<file path="config.mk">
export PLATFORM = sky130hd
export DESIGN_NAME = booth_mul_sequencer
export DESIGN_NICKNAME = d
export VERILOG_FILES = /design/src/rtl/mul_pkg.sv /design/src/rtl/mul_out_reg.sv /design/src/rtl/booth_mul_sequencer.sv
export SDC_FILE = /design/constraint.sdc
export NUM_CORES = 1
export LEC_CHECK = 0
export ABC_AREA = 1
export CAP_MARGIN = 40
export CORE_ASPECT_RATIO = 0.75
export CORE_UTILIZATION = 50
export CTS_BUF_LIST = sky130_fd_sc_hd__clkbuf_4 sky130_fd_sc_hd__clkbuf_8 sky130_fd_sc_hd__clkbuf_16
export DETAILED_ROUTE_END_ITERATION = 7
export DONT_BUFFER_PORTS = 1
export MAX_ROUTING_LAYER = met4
export PLACE_DENSITY = 0.72
export SLEW_MARGIN = 5
export SYNTH_ARGS = -nofsm -noshare
export SYNTH_HDL_FRONTEND = slang
export SYNTH_SLANG_ARGS = --single-unit
</file>
<file path="constraint.sdc">
create_clock -name clk -period 4.2 [get_ports clk]
set_input_delay 0.42 -clock clk [delete_from_list [all_inputs] [get_ports clk]]
set_output_delay 0.42 -clock clk [all_outputs]
set_load 0.005 [all_outputs]
</file>
<file path="src/rtl/mul_pkg.sv">
// mul_pkg: shared widths, latency and FSM encoding for the Booth multiplier sequencer.
package mul_pkg;
  localparam int WIDTH       = 34;
  localparam int MUL_LATENCY = 24;
  localparam int CNT_W       = 5;
  localparam int PW          = 2 * WIDTH;
  localparam logic [1:0] S_IDLE  = 2'd0;
  localparam logic [1:0] S_ISSUE = 2'd1;
  localparam logic [1:0] S_WAIT  = 2'd2;
  localparam logic [1:0] S_CAPT  = 2'd3;
  typedef enum logic [1:0] {
    IDLE  = S_IDLE,
    ISSUE = S_ISSUE,
    WAIT  = S_WAIT,
    CAPT  = S_CAPT
  } state_t;
endpackage

</file>
<file path="src/rtl/mul_out_reg.sv">
// mul_out_reg: product holding register with the valid/ready update rule.
module mul_out_reg
  import mul_pkg::*;
(
  input  logic          clk,
  input  logic          rst_n,
  input  logic          cap_req,
  input  logic [PW-1:0] cap_d,
  input  logic          out_ready,
  output logic          cap_ok,
  output logic          out_valid,
  output logic [PW-1:0] out_p
);
  logic          out_valid_d, out_valid_q;
  logic [PW-1:0] out_p_d, out_p_q;
  always_comb begin
    cap_ok      = !out_valid_q || out_ready;
    out_valid_d = (cap_req && cap_ok) || (out_valid_q && !out_ready);
    out_p_d     = (cap_req && cap_ok) ? cap_d : out_p_q;
  end
  always_ff @(posedge clk or negedge rst_n) begin
    if (!rst_n) begin
      out_valid_q <= 1'b0;
      out_p_q     <= '0;
    end else begin
      out_valid_q <= out_valid_d;
      out_p_q     <= out_p_d;
    end
  end
  assign out_valid = out_valid_q;
  assign out_p     = out_p_q;
endmodule

</file>
<file path="src/rtl/booth_mul_sequencer.sv">
// booth_mul_sequencer: issues operand pairs to signed_multiplier, waits its fixed
// latency and captures the product into a valid/ready output register.
module booth_mul_sequencer
  import mul_pkg::*;
(
  input  logic             clk,
  input  logic             rst_n,
  input  logic             in_valid,
  output logic             in_ready,
  input  logic [WIDTH-1:0] in_a,
  input  logic [WIDTH-1:0] in_b,
  output logic             mul_start,
  output logic [WIDTH-1:0] mul_a,
  output logic [WIDTH-1:0] mul_b,
  input  logic [PW-1:0]    mul_s,
  output logic             out_valid,
  input  logic             out_ready,
  output logic [PW-1:0]    out_p,
  output logic             busy
);
  state_t           state_d, state_q;
  logic [CNT_W-1:0] cnt_d, cnt_q;
  logic [WIDTH-1:0] mul_a_d, mul_a_q, mul_b_d, mul_b_q;
  logic             cap_req, cap_ok;
  always_comb begin
    state_d   = state_q;
    cnt_d     = cnt_q;
    mul_a_d   = mul_a_q;
    mul_b_d   = mul_b_q;
    in_ready  = rst_n && (state_q == IDLE);
    mul_start = state_q == ISSUE;
    busy      = state_q != IDLE;
    cap_req   = state_q == CAPT;
    unique case (state_q)
      IDLE: if (in_valid) begin
        mul_a_d = in_a;
        mul_b_d = in_b;
        state_d = ISSUE;
      end
      ISSUE: begin
        cnt_d   = CNT_W'(1);
        state_d = WAIT;
      end
      WAIT: begin
        cnt_d   = cnt_q + CNT_W'(1);
        state_d = (cnt_q == CNT_W'(MUL_LATENCY - 1)) ? CAPT : WAIT;
      end
      CAPT: state_d = cap_ok ? IDLE : CAPT;
      default: state_d = IDLE;
    endcase
  end
  always_ff @(posedge clk or negedge rst_n) begin
    if (!rst_n) begin
      state_q <= IDLE;
      cnt_q   <= '0;
      mul_a_q <= '0;
      mul_b_q <= '0;
    end else begin
      state_q <= state_d;
      cnt_q   <= cnt_d;
      mul_a_q <= mul_a_d;
      mul_b_q <= mul_b_d;
    end
  end
  assign mul_a = mul_a_q;
  assign mul_b = mul_b_q;
  mul_out_reg u_out (
    .clk       (clk),
    .rst_n     (rst_n),
    .cap_req   (cap_req),
    .cap_d     (mul_s),
    .out_ready (out_ready),
    .cap_ok    (cap_ok),
    .out_valid (out_valid),
    .out_p     (out_p)
  );
endmodule

</file>
==> qor.json <==
{
  "clk_latency_ns": 0.41,
  "reg2reg_to": "mul_a[21]",
  "xor_xnor_cell_area_share_of_the_yosys_netlist_pct": 0,
  "cells_after_synthesis": 654,
  "num_io_pins": 280,
  "grt_remaining_overflow": 0,
  "syn-mean-instance-area_um2": 8.98,
  "port_buffers": 0,
  "worst_clk_skew_ns": 0.0101,
  "fin_hold_ws_ns": -0.0112,
  "fin_crit_sh_pct": 61.4,
  "compound_gate_fraction_of_synth_area_pct": 0.341,
  "start_util_pct": 52.5,
  "via_count": 4289,
  "critical_path_required_ns": 3.78,
  "maxCapViolations": 0,
  "status": "complete, but fails checks",
  "diode_insertion_count_for_antenna_repair": 0,
  "post-synth-top-area-cell": "sky130_fd_sc_hd__dfrtp_1",
  "grt_antenna_before_repair": 0,
  "clock_tree.htree_level_count": 4,
  "critical-path-slowest-cell": "sky130_fd_sc_hd__ha_2",
  "areaGrowthSynthToFinish_pct": 10.8,
  "synth.area.mux_share_pct": 0,
  "clockRootBuffer": "sky130_fd_sc_hd__clkbuf_16",
  "drcViolationCount": 0,
  "hold_path_class": "input pin to asynchronous set/reset pin",
  "path_delay_family": "buffers and inverters",
  "timing.critical_path.slowest_cell_delay_ns": 0.51,
  "path_max_fanout": 47,
  "post_drt_wl_per_cell_um": 16.9,
  "cellPowerDensity_nw_per_um2": 849,
  "edff_count_synth": 0,
  "grt_setup_unrepaired": "false",
  "std_cell_rows": 33,
  "p_total_mw": 5.53,
  "tritoncts.num_buffers": 17,
  "instances_no_fill": 802,
  "fp.dieArea_um2": 12200,
  "max_clock_freq_mhz": 388,
  "setup_viol": 0,
  "p_clk_share_pct": 28.9,
  "finish.instance_area_um2": 6510,
  "synth_flop_cell": "sky130_fd_sc_hd__dfrtp_1",
  "power_switching_mw": 2.04,
  "drt_iter0_markers": 282,
  "via_per_inst": 5.35,
  "synth_most_common_cell": "sky130_fd_sc_hd__nand2_1",
  "swShare_pct": 36.9,
  "synth_top_cells_by_area": "sky130_fd_sc_hd__dfrtp_1 (61%), sky130_fd_sc_hd__nand2_1 (18%), sky130_fd_sc_hd__nand3_1 (12%), sky130_fd_sc_hd__buf_2 (2.4%), sky130_fd_sc_hd__buf_4 (1.4%)",
  "cp.buffers_inverters": 3,
  "timing.critical_path.cells": "inv_1 -> ha_2 -> buf_4 -> nand2_1 -> inv_1",
  "register_share_of_total_power_pct": 46.8,
  "postSynth.asyncResetShare_pct": 100,
  "type_of_destination_of_the_critical_path": "output pin",
  "hpwlAfterDp_um": 9060,
  "path_common_cell": "sky130_fd_sc_hd__inv_1",
  "r2r_cells": 6,
  "reg2reg_from": "state_q[0]",
  "fin_tns_setup_ns": 0,
  "cell_internal_pwr_mw": 3.49,
  "postSynthNetCount": 800,
  "worst_ep_arrival_time_ns": 2.16,
  "synth.top_cells.by_count": "sky130_fd_sc_hd__nand2_1 (287), sky130_fd_sc_hd__dfrtp_1 (144), sky130_fd_sc_hd__nand3_1 (141)",
  "place_area_um2": 5850,
  "clock_path_buffers": 2,
  "synthesis.area_um2": 5870,
  "drive_above_1_share_pct": 6.51,
  "clkSlewWorstSetupHoldPaths_ns": 0.06,
  "first_pass_detailed_route_iteration_total": 4,
  "irDropWorstVdd_v": 0.000452,
  "core_region_area_um2": 11200,
  "synth_cell_type_count": 18,
  "ys_warn_count": 0,
  "fp.dieW_um": 127,
  "post_cts_setup_buffers": 0,
  "drt-total-wl_um": 13600,
  "static_leakage_nw": 3.47,
  "max_slew.worst_pin.slew_ns": 0.713,
  "path_class": "register to output pin",
  "combinationalPowerShare_pct": 24.4,
  "number_of_synthesized_register_bits": 144,
  "synth_top_family_by_area": "simple AND/OR/NAND/NOR gates",
  "timing.reg2reg.setup_slack_ns": 1.98,
  "grt_start_max_net_pins": 145,
  "final_critical_delay_including_setup_and_external_delays_ns": 2.58,
  "synth.top_cell.area_share_pct": 61.3,
  "final-hold-violation-count": 14,
  "setup.worst_path.start_class": "register",
  "ant_nets": 0,
  "first_global_vias": 3959,
  "first_pass_grt_wire_length_um": 20400,
  "grt_util_all_layers_pct": 22.4,
  "synth-simple-area-share_pct": 31.7,
  "yosys.area_share.adder_pct": 1.28,
  "design.final.nets": 778,
  "tritoncts": "done",
  "failed_checks": "hold timing",
  "cts.sink_count": 144,
  "instance_count_after_placement_with_tap_cells_included": 769,
  "place.gp.congestion": 0.794,
  "synth_seq_area_share_pct": 61.3,
  "final-max-slew-violation-count": 0,
  "height_of_the_die_um": 95.9,
  "timing.max_slew.rel_slack_pct": 52.5,
  "post_cts_resized": 0
}
cells by family (layout without fill, tap and decap cells):
kind of cell | Yosys count | count (layout)
adders and majority gates | 6 | 6
AOI/OAI and AO/OA | 4 | 4
DFF | 144 | 144
and+or+nand+nor | 442 | 442
buffers and inverters | 58 | 49
cell type report:
cell class / count / area, µm²
multi-input cells: 452 / 1960
well taps: 157 / 196
clock inverters: 15 / 206
clock buffers: 17 / 425
flip-flops and latches: 144 / 3600
fillers: 980 / 4680
repair buffers: 4 / 70.1
inverters: 13 / 48.8
per-layer routing:
metal | up-vias | track usage [%] | wire (µm)
met1 | 2037 | 26.6 | 5570
met3 | 27 | 5.78 | 983
li1 | 2041 | - | -
met5 | - | - | 0
met2 | 184 | 36.2 | 6720
met4 | 0 | 11.2 | 318
flip-flops by register name, summed over array words and instances (netlist names):
register,count
cnt_q,5
mul_a,34
mul_b,34
state_q,2
u_out.out_p,68
u_out.out_valid,1
worst max-delay path by stage:
stage,from,to,slack (ns),depth (start not counted)
floorplan,state_q[0],in_ready,2.70,6
global placement,state_q[0],mul_a[14],1.95,5
detailed placement,state_q[0],mul_a[21],1.97,6
CTS,state_q[0],in_ready,1.59,5
global route,state_q[0],in_ready,1.43,5
finish,state_q[0],in_ready,1.62,5
power groups by stage:
stage / Combinational (mW) / Clock (mW) / Sequential, mW
detailed placement: 1.34 / 0 / 2.61
CTS: 1.37 / 1.63 / 2.59
global route: 1.59 / 1.69 / 2.66
global placement: 1.23 / 0 / 2.59
floorplan: 1.17 / 0 / 2.43
finish: 1.35 / 1.60 / 2.58
per-stage QoR:
stage                     utilization (%)  setup WS (ns)
after floorplan                         -           2.70
after global placement               52.0           1.95
after detailed placement             52.3           1.97
after CTS                            58.2           1.59
after global routing                 58.2           1.43
final                                58.2           1.62
placed cells by master, fill, tap and decap left out, drive strengths merged, types with 4 or more instances in the layout:
cell type / Yosys / routed
ha: 6 / 6
buf: 43 / 4
nand2: 290 / 290
bufinv: 0 / 4
clkinv: 0 / 5
dfrtp: 144 / 144
nor2: 9 / 9
nand3: 141 / 141
clkbuf: 2 / 17
inv: 13 / 17
repair_timing:
action                                  4_1_cts  5_1_grt
hold endpoints to repair                    144        0
hold buffers                                  1        0
endpoints found under the setup margin        0        0
Power figures use the tool's default switching activity.
